**src/rtl/ysyx_23060072_wbu_if.sv**
```systemverilog
// ysyx_23060072_wbu_if: bus bundle of the write-back unit
// Carries ALU/LSU write-back, load issue, the two register read ports, stall, busy, commit record and error.
// slave modport is the write-back unit side; master modport is the pipeline side driving it.
interface ysyx_23060072_wbu_if #(
    parameter int AW = 4,
    parameter int DW = 32
);
    logic          alu_wb_valid_i;
    logic [AW-1:0] alu_wb_rd_i;
    logic [DW-1:0] alu_wb_data_i;
    logic          load_issue_i;
    logic [AW-1:0] load_rd_i;
    logic          LSU_wb_flag_i;
    logic [DW-1:0] LSU_wb_data_i;
    logic [AW-1:0] rs1_addr_i;
    logic [AW-1:0] rs2_addr_i;
    logic [DW-1:0] rs1_data_o;
    logic [DW-1:0] rs2_data_o;
    logic          load_use_stall_o;
    logic          wb_busy_o;
    logic          commit_valid_o;
    logic [AW-1:0] commit_rd_o;
    logic [DW-1:0] commit_data_o;
    logic          err_o;
    modport slave (
        input  alu_wb_valid_i, alu_wb_rd_i, alu_wb_data_i, load_issue_i, load_rd_i,
               LSU_wb_flag_i, LSU_wb_data_i, rs1_addr_i, rs2_addr_i,
        output rs1_data_o, rs2_data_o, load_use_stall_o, wb_busy_o,
               commit_valid_o, commit_rd_o, commit_data_o, err_o
    );
    modport master (
        output alu_wb_valid_i, alu_wb_rd_i, alu_wb_data_i, load_issue_i, load_rd_i,
               LSU_wb_flag_i, LSU_wb_data_i, rs1_addr_i, rs2_addr_i,
        input  rs1_data_o, rs2_data_o, load_use_stall_o, wb_busy_o,
               commit_valid_o, commit_rd_o, commit_data_o, err_o
    );
endinterface

```
**src/rtl/ysyx_23060072_wbu.sv**
```systemverilog
// ysyx_23060072_wbu: RV32E write-back unit with register file, load tracker, ALU skid buffer and commit record
// Ports: clk, rst_n (async active-low), bus (ysyx_23060072_wbu_if.slave: ALU/LSU write-back, load issue,
// rs1/rs2 read ports, load_use_stall_o, wb_busy_o, commit_*_o, err_o).
// YSYX_23060072_WBU_BYPASS_EN: defined = same-cycle write forwarding to read ports; undefined = array-only reads
// with the stall widened to cover the skid entry.
module ysyx_23060072_wbu #(
    parameter int NREG         = 16,
    parameter int AW           = 4,
    parameter int DW           = 32,
    parameter int LOAD_TIMEOUT = 15
) (
    input  logic               clk,
    input  logic               rst_n,
    ysyx_23060072_wbu_if.slave bus
);
    localparam int CW = $clog2(LOAD_TIMEOUT + 1);
    typedef enum logic {S_IDLE, S_WAIT} state_t;
    state_t        state, state_nxt;
    logic [CW-1:0] cnt;
    logic [AW-1:0] ld_rd;
    logic [DW-1:0] regs [NREG];
    logic          skid_v;
    logic [AW-1:0] skid_rd;
    logic [DW-1:0] skid_data;
    logic          lsu_we, timeout, alu_ok, skid_load, we, err_set, dep_ld;
    logic [AW-1:0] wa;
    logic [DW-1:0] wd;
    logic          commit_valid, err;
    logic [AW-1:0] commit_rd;
    logic [DW-1:0] commit_data;
    always_ff @(posedge clk or negedge rst_n)
        if (!rst_n) state <= S_IDLE;
        else state <= state_nxt;
    always_comb
        state_nxt = (state == S_IDLE) ? (bus.load_issue_i ? S_WAIT : S_IDLE)
                                      : ((bus.LSU_wb_flag_i || timeout) ? S_IDLE : S_WAIT);
    always_comb begin
        lsu_we    = state == S_WAIT && bus.LSU_wb_flag_i;
        timeout   = state == S_WAIT && !bus.LSU_wb_flag_i && cnt == CW'(LOAD_TIMEOUT - 1);
        alu_ok    = bus.alu_wb_valid_i && !skid_v;
        // a same-rd ALU entry is older than the load, so it is dropped rather than skidded
        skid_load = lsu_we && alu_ok && bus.alu_wb_rd_i != ld_rd;
        we        = lsu_we || skid_v || alu_ok;
        wa        = lsu_we ? ld_rd : skid_v ? skid_rd : bus.alu_wb_rd_i;
        wd        = lsu_we ? bus.LSU_wb_data_i : skid_v ? skid_data : bus.alu_wb_data_i;
        err_set   = (state == S_WAIT && bus.load_issue_i) || (state == S_IDLE && bus.LSU_wb_flag_i)
                    || timeout || (bus.alu_wb_valid_i && skid_v);
        dep_ld    = state == S_WAIT && ld_rd != '0 && (bus.rs1_addr_i == ld_rd || bus.rs2_addr_i == ld_rd);
    end
    always_ff @(posedge clk or negedge rst_n)
        if (!rst_n) begin
            cnt   <= '0;
            ld_rd <= '0;
        end else if (state == S_IDLE && bus.load_issue_i) begin
            cnt   <= '0;
            ld_rd <= bus.load_rd_i;
        end else if (state == S_WAIT) begin
            cnt <= cnt + 1'b1;
        end
    always_ff @(posedge clk or negedge rst_n)
        if (!rst_n) begin
            skid_v    <= 1'b0;
            skid_rd   <= '0;
            skid_data <= '0;
        end else if (skid_load) begin
            skid_v    <= 1'b1;
            skid_rd   <= bus.alu_wb_rd_i;
            skid_data <= bus.alu_wb_data_i;
        end else if (skid_v && !lsu_we) begin
            skid_v <= 1'b0;
        end
    always_ff @(posedge clk or negedge rst_n)
        if (!rst_n) begin
            for (int i = 0; i < NREG; i++) regs[i] <= '0;
        end else if (we && wa != '0) begin
            regs[wa] <= wd;
        end
    always_ff @(posedge clk or negedge rst_n)
        if (!rst_n) begin
            commit_valid <= 1'b0;
            commit_rd    <= '0;
            commit_data  <= '0;
            err          <= 1'b0;
        end else begin
            commit_valid <= we;
            if (we) begin
                commit_rd   <= wa;
                commit_data <= (wa == '0) ? '0 : wd;
            end
            if (err_set) err <= 1'b1;
        end
`ifdef YSYX_23060072_WBU_BYPASS_EN
    assign bus.rs1_data_o = (bus.rs1_addr_i == '0) ? '0 : (we && wa == bus.rs1_addr_i) ? wd : regs[bus.rs1_addr_i];
    assign bus.rs2_data_o = (bus.rs2_addr_i == '0) ? '0 : (we && wa == bus.rs2_addr_i) ? wd : regs[bus.rs2_addr_i];
    assign bus.load_use_stall_o = dep_ld;
`else
    // x0 is never written, so the array alone already reads 0 there
    assign bus.rs1_data_o = regs[bus.rs1_addr_i];
    assign bus.rs2_data_o = regs[bus.rs2_addr_i];
    assign bus.load_use_stall_o = dep_ld || (skid_v && (skid_rd == bus.rs1_addr_i || skid_rd == bus.rs2_addr_i));
`endif
    assign bus.wb_busy_o      = skid_v;
    assign bus.commit_valid_o = commit_valid;
    assign bus.commit_rd_o    = commit_rd;
    assign bus.commit_data_o  = commit_data;
    assign bus.err_o          = err;
endmodule

```
**src/flat_wrapper.sv**
```systemverilog
// flat-port wrapper written by rule: the top's interface ports become plain ports
module ysyx_23060072_wbu_flat 
#(
    parameter int NREG         = 16,
    parameter int AW           = 4,
    parameter int DW           = 32,
    parameter int LOAD_TIMEOUT = 15
)
  (clk, rst_n, bus_alu_wb_valid_i, bus_alu_wb_rd_i, bus_alu_wb_data_i, bus_load_issue_i, bus_load_rd_i, bus_LSU_wb_flag_i, bus_LSU_wb_data_i, bus_rs1_addr_i, bus_rs2_addr_i, bus_rs1_data_o, bus_rs2_data_o, bus_load_use_stall_o, bus_wb_busy_o, bus_commit_valid_o, bus_commit_rd_o, bus_commit_data_o, bus_err_o);
  ysyx_23060072_wbu_if #(.AW(AW), .DW(DW)) bus_i ();
  input  logic clk;
  input  logic rst_n;
  input wire logic [$bits(bus_i.alu_wb_valid_i)-1:0] bus_alu_wb_valid_i;
  input wire logic [$bits(bus_i.alu_wb_rd_i)-1:0] bus_alu_wb_rd_i;
  input wire logic [$bits(bus_i.alu_wb_data_i)-1:0] bus_alu_wb_data_i;
  input wire logic [$bits(bus_i.load_issue_i)-1:0] bus_load_issue_i;
  input wire logic [$bits(bus_i.load_rd_i)-1:0] bus_load_rd_i;
  input wire logic [$bits(bus_i.LSU_wb_flag_i)-1:0] bus_LSU_wb_flag_i;
  input wire logic [$bits(bus_i.LSU_wb_data_i)-1:0] bus_LSU_wb_data_i;
  input wire logic [$bits(bus_i.rs1_addr_i)-1:0] bus_rs1_addr_i;
  input wire logic [$bits(bus_i.rs2_addr_i)-1:0] bus_rs2_addr_i;
  output wire logic [$bits(bus_i.rs1_data_o)-1:0] bus_rs1_data_o;
  output wire logic [$bits(bus_i.rs2_data_o)-1:0] bus_rs2_data_o;
  output wire logic [$bits(bus_i.load_use_stall_o)-1:0] bus_load_use_stall_o;
  output wire logic [$bits(bus_i.wb_busy_o)-1:0] bus_wb_busy_o;
  output wire logic [$bits(bus_i.commit_valid_o)-1:0] bus_commit_valid_o;
  output wire logic [$bits(bus_i.commit_rd_o)-1:0] bus_commit_rd_o;
  output wire logic [$bits(bus_i.commit_data_o)-1:0] bus_commit_data_o;
  output wire logic [$bits(bus_i.err_o)-1:0] bus_err_o;
  assign bus_i.alu_wb_valid_i = bus_alu_wb_valid_i;
  assign bus_i.alu_wb_rd_i = bus_alu_wb_rd_i;
  assign bus_i.alu_wb_data_i = bus_alu_wb_data_i;
  assign bus_i.load_issue_i = bus_load_issue_i;
  assign bus_i.load_rd_i = bus_load_rd_i;
  assign bus_i.LSU_wb_flag_i = bus_LSU_wb_flag_i;
  assign bus_i.LSU_wb_data_i = bus_LSU_wb_data_i;
  assign bus_i.rs1_addr_i = bus_rs1_addr_i;
  assign bus_i.rs2_addr_i = bus_rs2_addr_i;
  assign bus_rs1_data_o = bus_i.rs1_data_o;
  assign bus_rs2_data_o = bus_i.rs2_data_o;
  assign bus_load_use_stall_o = bus_i.load_use_stall_o;
  assign bus_wb_busy_o = bus_i.wb_busy_o;
  assign bus_commit_valid_o = bus_i.commit_valid_o;
  assign bus_commit_rd_o = bus_i.commit_rd_o;
  assign bus_commit_data_o = bus_i.commit_data_o;
  assign bus_err_o = bus_i.err_o;
  ysyx_23060072_wbu #(.NREG(NREG), .AW(AW), .DW(DW), .LOAD_TIMEOUT(LOAD_TIMEOUT)) u_core (.clk(clk), .rst_n(rst_n), .bus(bus_i));
endmodule
```
**config.mk**
```make
export PLATFORM = sky130hd
export DESIGN_NAME = ysyx_23060072_wbu_flat
export DESIGN_NICKNAME = d
export VERILOG_FILES = /design/src/rtl/ysyx_23060072_wbu_if.sv /design/src/rtl/ysyx_23060072_wbu.sv /design/src/flat_wrapper.sv
export SDC_FILE = /design/constraint.sdc
export NUM_CORES = 1
export LEC_CHECK = 0
export ABC_CLOCK_PERIOD_IN_PS = 3000
export BUFFER_PORTS_ARGS = -buffer_cell sky130_fd_sc_hd__buf_2
export CORE_MARGIN = 4
export CORE_UTILIZATION = 50
export CTS_CLUSTER_SIZE = 40
export DETAILED_ROUTE_END_ITERATION = 10
export PLACE_DENSITY = 0.7
export SLEW_MARGIN = 5
export SYNTH_ARGS = -nofsm -noshare
export SYNTH_HDL_FRONTEND = slang
export SYNTH_SLANG_ARGS = --single-unit
```
**constraint.sdc**
```tcl
create_clock -name clk -period 3 [get_ports clk]
set_input_delay 0.6 -clock clk [delete_from_list [all_inputs] [get_ports clk]]
set_output_delay 0.6 -clock clk [all_outputs]
set_load 0.1 [all_outputs]
```
**Word-level counts from Yosys, hierarchy flattened**

Cells that the tools add are included.

- Register bits: 596
- Latch bits: 0
- Bits in writable memories: 0
- ROM bits: 0
- Logic and storage cells: 95
- Memories: 0

- Add/subtract/negate cells: 1
- Multiply operators: 0
- Divide/modulo/power cells: 0
- Magnitude comparators: 4
- Equality and inequality tests: 6
- Shift-type cells: 0
- Muxes and demuxes: 21
- Bitwise gates (word level): 4
- Reductions and logical operators: 33

Operator list:

| operator | count |
|---|---|
| $bwmux W512 | 1 |
| $bmux W32 S4 | 2 |
| $mux W32 | 8 |
| $demux W32 S4 | 1 |
| $eq A4 B4 Y1 | 4 |
| $logic_and A1 B1 Y1 | 16 |
| $mux W4 | 4 |
| $ge A5 B5 Y1 const B | 3 |
| $not A4 Y5 | 3 |
| $logic_or A1 B1 Y1 | 9 |
| $reduce_bool A4 Y1 | 2 |
| $lt A5 B1 Y1 const B | 1 |
| $mux W1 | 5 |
| $add A4 B1 Y4 const B | 1 |
| $eq A4 B4 Y1 const B | 1 |
| $logic_not A4 Y1 | 1 |
| $ne A4 B4 Y1 | 1 |
| $reduce_bool A2 Y1 | 2 |
| $logic_not A1 Y1 | 3 |
| $not A1 Y1 | 1 |

**Logic depth before layout (Yosys ltp)**

- Depth in word-level cells: 8
- Mapped depth: 10

**Least setup slack after synthesis**

Ideal clock, no wire load.

- Kind: in2out
- Start point: in bus_rs1_addr_i[2]
- End point: out bus_load_use_stall_o
- Arrival time: 3.851 ns
- Required time: 2.400 ns
- Slack: -1.451 ns
- Stages on the path: 5
- Path through: clkbuf_1 buf_1 xnor2_1 a41oi_1 o21ai_0

- Cells in the longest elaborated chain, start to end: 4
- Elaborated cells between the ends (all ways): 7
- Classes of those cells: eq/ne (2); reduce/logical (5)

Ends and longest elaborated chain:

| item | line | text |
|---|---|---|
| start, declared | flat_wrapper.sv:20 | `input wire logic [$bits(bus_i.rs1_addr_i)-1:0] bus_rs1_addr_i;` |
| $eq A4 B4 Y1 (on tied branches) | ysyx_23060072_wbu.sv:48, ysyx_23060072_wbu.sv:100 |  |
| $logic_or A1 B1 Y1 (on tied branches) | ysyx_23060072_wbu.sv:48, ysyx_23060072_wbu.sv:100 |  |
| $logic_and A1 B1 Y1 (on tied branches) | ysyx_23060072_wbu.sv:48, ysyx_23060072_wbu.sv:100 |  |
| $logic_or A1 B1 Y1 (*) | ysyx_23060072_wbu.sv:100 | `assign bus.load_use_stall_o = dep_ld \|\| (skid_v && (skid_rd == bus.rs1_addr_i \|\| skid_rd == bus.rs2_addr_i));` |
| end, declared | flat_wrapper.sv:24 | `output wire logic [$bits(bus_i.load_use_stall_o)-1:0] bus_load_use_stall_o;` |

Every way passes the cells marked *; elsewhere a longest branch is shown, timed or not.

**Worst setup path after layout**

- Start point: in bus_rs1_addr_i[0]
- End point: out bus_rs1_data_o[23]

- Cells in the longest elaborated chain, start to end: 4

Ends and longest elaborated chain:

| item | line | text |
|---|---|---|
| $not A4 Y5 (not written as such) | ysyx_23060072_wbu.sv:98 | `assign bus.rs1_data_o = regs[bus.rs1_addr_i];` |
| $bmux W32 S4 | ysyx_23060072_wbu.sv:98 |  |
| $mux W32 (not written as such) (2 in series) | ysyx_23060072_wbu.sv:98 |  |
| end, declared | flat_wrapper.sv:22 | `output wire logic [$bits(bus_i.rs1_data_o)-1:0] bus_rs1_data_o;` |

Every way passes these cells. The select of a mux whose other input is x is not followed.

==> run metrics <==
status=complete, no violations; clk slew on worst S/H paths=0.06 ns; Syn Area/Cell=15.9 sq um; Global Route Usage Sum=0.259; latest clock arrival within the worst-skew pair=0.61 ns; register bit total from synthesis=596; Critical Path AT=2.38 ns; count leader, synth=dfrtp_1; cells on worst reg2reg path=5; dpl hpwl=54.3 mm; number of vias per cell=about 6.3; Remaining DRCs=0; top-area cell type share of the netlist area=0.479; DIE AREA=~0.066 sq mm; fin. max-slew vios=0; leading area contributor after synthesis=dfrtp_1; WL/cell=approximately 28 um; worst slew pin tran=about 1.2 ns; DRT Wirelength=85.8 mm; post-synthesis cell count=between 1500 and 2000; synthesized net count=2047; Commonest cells post-synth=dfrtp_1 (596), mux2_2 (442), mux4_2 (320), clkbuf_1 (120), buf_2 (67); RSZ-0062 raised after global routing=yes; vias in the first global route=20667; DIE WIDTH=258 um; initial antenna violation count=1; CTS tree=done; worst-path cell chain=buf_8, buf_16, buf_16, mux4_2, mux4_2, buf_6; CP Buf/Inv Count=4; Worst Path Max Fanout=13; routability-driven placement congestion ratio=0.821; Starting Density=0.505; Synth cell types=42; crit-path max cell delay=about 0.53 ns; Seq/Total Area, Yosys=0.479; setup TNS=0 ns; Clock Skews=about 0.023 ns; Final Hold Fails=0; Place WS=-0.0890 ns; Worst Hold Class=input pin to flip-flop; YS warnings=0; Core Region=just over 0.06 sq mm; FP Rows=91; dpl cell area=approximately 0.034 sq mm; Final WS setup=0.0160 ns; Hold Path Stages=2; Longest Clk Path Bufs=3; WP data required=approximately 2.4 ns; Fmax achieved=335 MHz; ys flop type=dfrtp_1; Setup violations, final=0; IO Pins=189; fin crit period=about 3 ns; Worst Setup Path Type=input pin to primary output; Worst VDD drop=0.723 mV; Slowest cell on crit path=mux4_2; post-route cell area=0.0373 sq mm; post-route ant nets=0; pwr dens=1050 mW/mm^2; Clock Sinks=just under 600; number of H-tree levels=3; leakage power=15.7 nW; DR pass1 iterations=5; Port Buf Inserts=188; final hold slack=0.244 ns; Area Growth Syn to Fin=19.9%; via count=roughly 19000; clock buffer count from CTS=67; layout cells sized above 1=0.589; initial DRC count=1430; Post-Syn Area=0.0311 sq mm; grt ovf=0; top cell family by delay on the critical path=multiplexers; final net count=2256; Synth area leaders=dfrtp_1 (48%), mux4_2 (23%), mux2_2 (16%), mux2_4 (2.8%), clkbuf_1 (1.4%); final core occ=0.605; CP startpoint kind=input pin; crit end category=primary output; Die H=258 um; max_cap viols=0; EDFF count, synth=0; relative slew slack=0.223; pin count of the biggest net entering global routing=73; first-pass GRT wire length=around 130 mm; Tcrit/Tclk final=0.995; ys async rst share=1.00; Clock Root Buffer=clkbuf_16; critical path depth=6
-- path summary, 6_finish.rpt --
kind	slack, ns	end	from
setup / recovery	0.02	bus_rs1_data_o[23]	bus_rs1_addr_i[0]
hold / removal	0.24	u_core.skid_data[22]	bus_alu_wb_data_i[22]
setup reg to reg	0.28	u_core.regs[433]	u_core.bus.wb_busy_o
hold reg to reg	0.40	u_core.regs[494]	u_core.regs[494]
max in group asynchronous	1.61	u_core.bus.commit_data_o[1]	rst_n
min in group asynchronous	0.44	u_core.regs[214]	rst_n
-- cell usage in the layout (no fill, tap or decap), types with 2 or more instances in the layout --
| cell type | instances |
|---|---|
| buf_6 | 39 |
| a21oi_1 | 35 |
| ha_1 | 2 |
| mux2_1 | 24 |
| buf_12 | 70 |
| a211oi_4 | 4 |
| buf_4 | 105 |
| nand2_1 | 42 |
| nor3b_1 | 2 |
| a21o_1 | 34 |
| o21a_1 | 2 |
| mux2_2 | 442 |
| nor4_4 | 8 |
| clkbuf_16 | 76 |
| clkbuf_1 | 13 |
| nor4_1 | 4 |
| or4_2 | 2 |
| mux2i_1 | 35 |
| buf_2 | 121 |
| buf_8 | 11 |
| clkinvlp_4 | 4 |
| mux4_2 | 320 |
| nand3b_1 | 2 |
| nor2_1 | 35 |
| dfrtp_1 | 595 |
| nor2b_1 | 2 |
| o211ai_1 | 3 |
| bufinv_16 | 4 |
| nand3_1 | 3 |
| buf_16 | 7 |
| xor2_1 | 17 |
| clkbuf_8 | 13 |
| and2_1 | 2 |
| xnor2_1 | 5 |
| mux2_4 | 59 |
| o21ai_0 | 42 |
| inv_1 | 3 |
| clkinv_2 | 12 |
-- repair_timing --
item | 4_1_cts | 5_1_grt
pin swaps | 0 | 0
endpoints found under the hold margin | 13 | 0
endpoints found under the setup margin | 60 | 50
resized for setup | 93 | 41
buffers inserted | 0 | 15
cloned | 0 | 5
hold buffers | 1 | 0
-- power by group --
part / total [W] / internal, W / switching, W
clock: 0.00837 / 0.00498 / 0.00339
combinational: 0.0164 / 0.00783 / 0.00860
sequential: 0.0145 / 0.0117 / 0.00285
total: 0.0393 / 0.0245 / 0.0148
-- state kept, by name, summed over array words and instances, names as in the netlist --
| register | cells |
|---|---|
| u_core.regs | 512 |
| u_core.bus.commit_data_o | 32 |
| u_core.skid_data | 32 |
| u_core.bus.commit_rd_o | 4 |
| u_core.cnt | 4 |
| u_core.ld_rd | 4 |
| u_core.skid_rd | 4 |
| u_core.bus.commit_valid_o | 1 |
| u_core.bus.err_o | 1 |
| u_core.bus.wb_busy_o | 1 |
| u_core.state | 1 |
-- kinds of logic (layout without fill, tap and decap cells) --
kind of cell	Yosys count	in the layout	synth area share
multiplexers	880	880	0.440
flip-flops	596	596	0.479
buffers and inverters	223	481	0.0313
AO/OA/AOI/OAI	126	126	0.0249
AND/OR/NAND/NOR	111	111	0.0181
XOR/XNOR	22	22	0.00619
adder cells (fa/ha/maj)	2	2	0.000804
other	0	1	0
-- cell type report --
cell class / instances / area [sq um]
diodes: 1 / 2.50
clock buffers: 97 / 2000
clock inverters: 21 / 219
fillers: 4598 / 24400
inverters: 4 / 15.0
multi-input cells: 1141 / 15400
flip-flops and latches: 596 / 14900
well taps: 837 / 1050
repair buffers: 359 / 3730
-- stage by stage --
stage	cells	total power [W]
2_1_floorplan	1960	0.0263
3_3_place_gp	2916	0.0296
3_5_place_dp	2916	0.0302
4_1_cts	3035	0.0392
5_1_grt	3055	0.0410
6_report	3056	0.0393
-- routing by layer --
layer  global-route usage  share of wire
met1                0.348           0.41
met2                0.428           0.50
met3               0.0494          0.061
met4               0.0950          0.031
met5                    0              0
No activity file was read; power rests on OpenSTA's default activity.
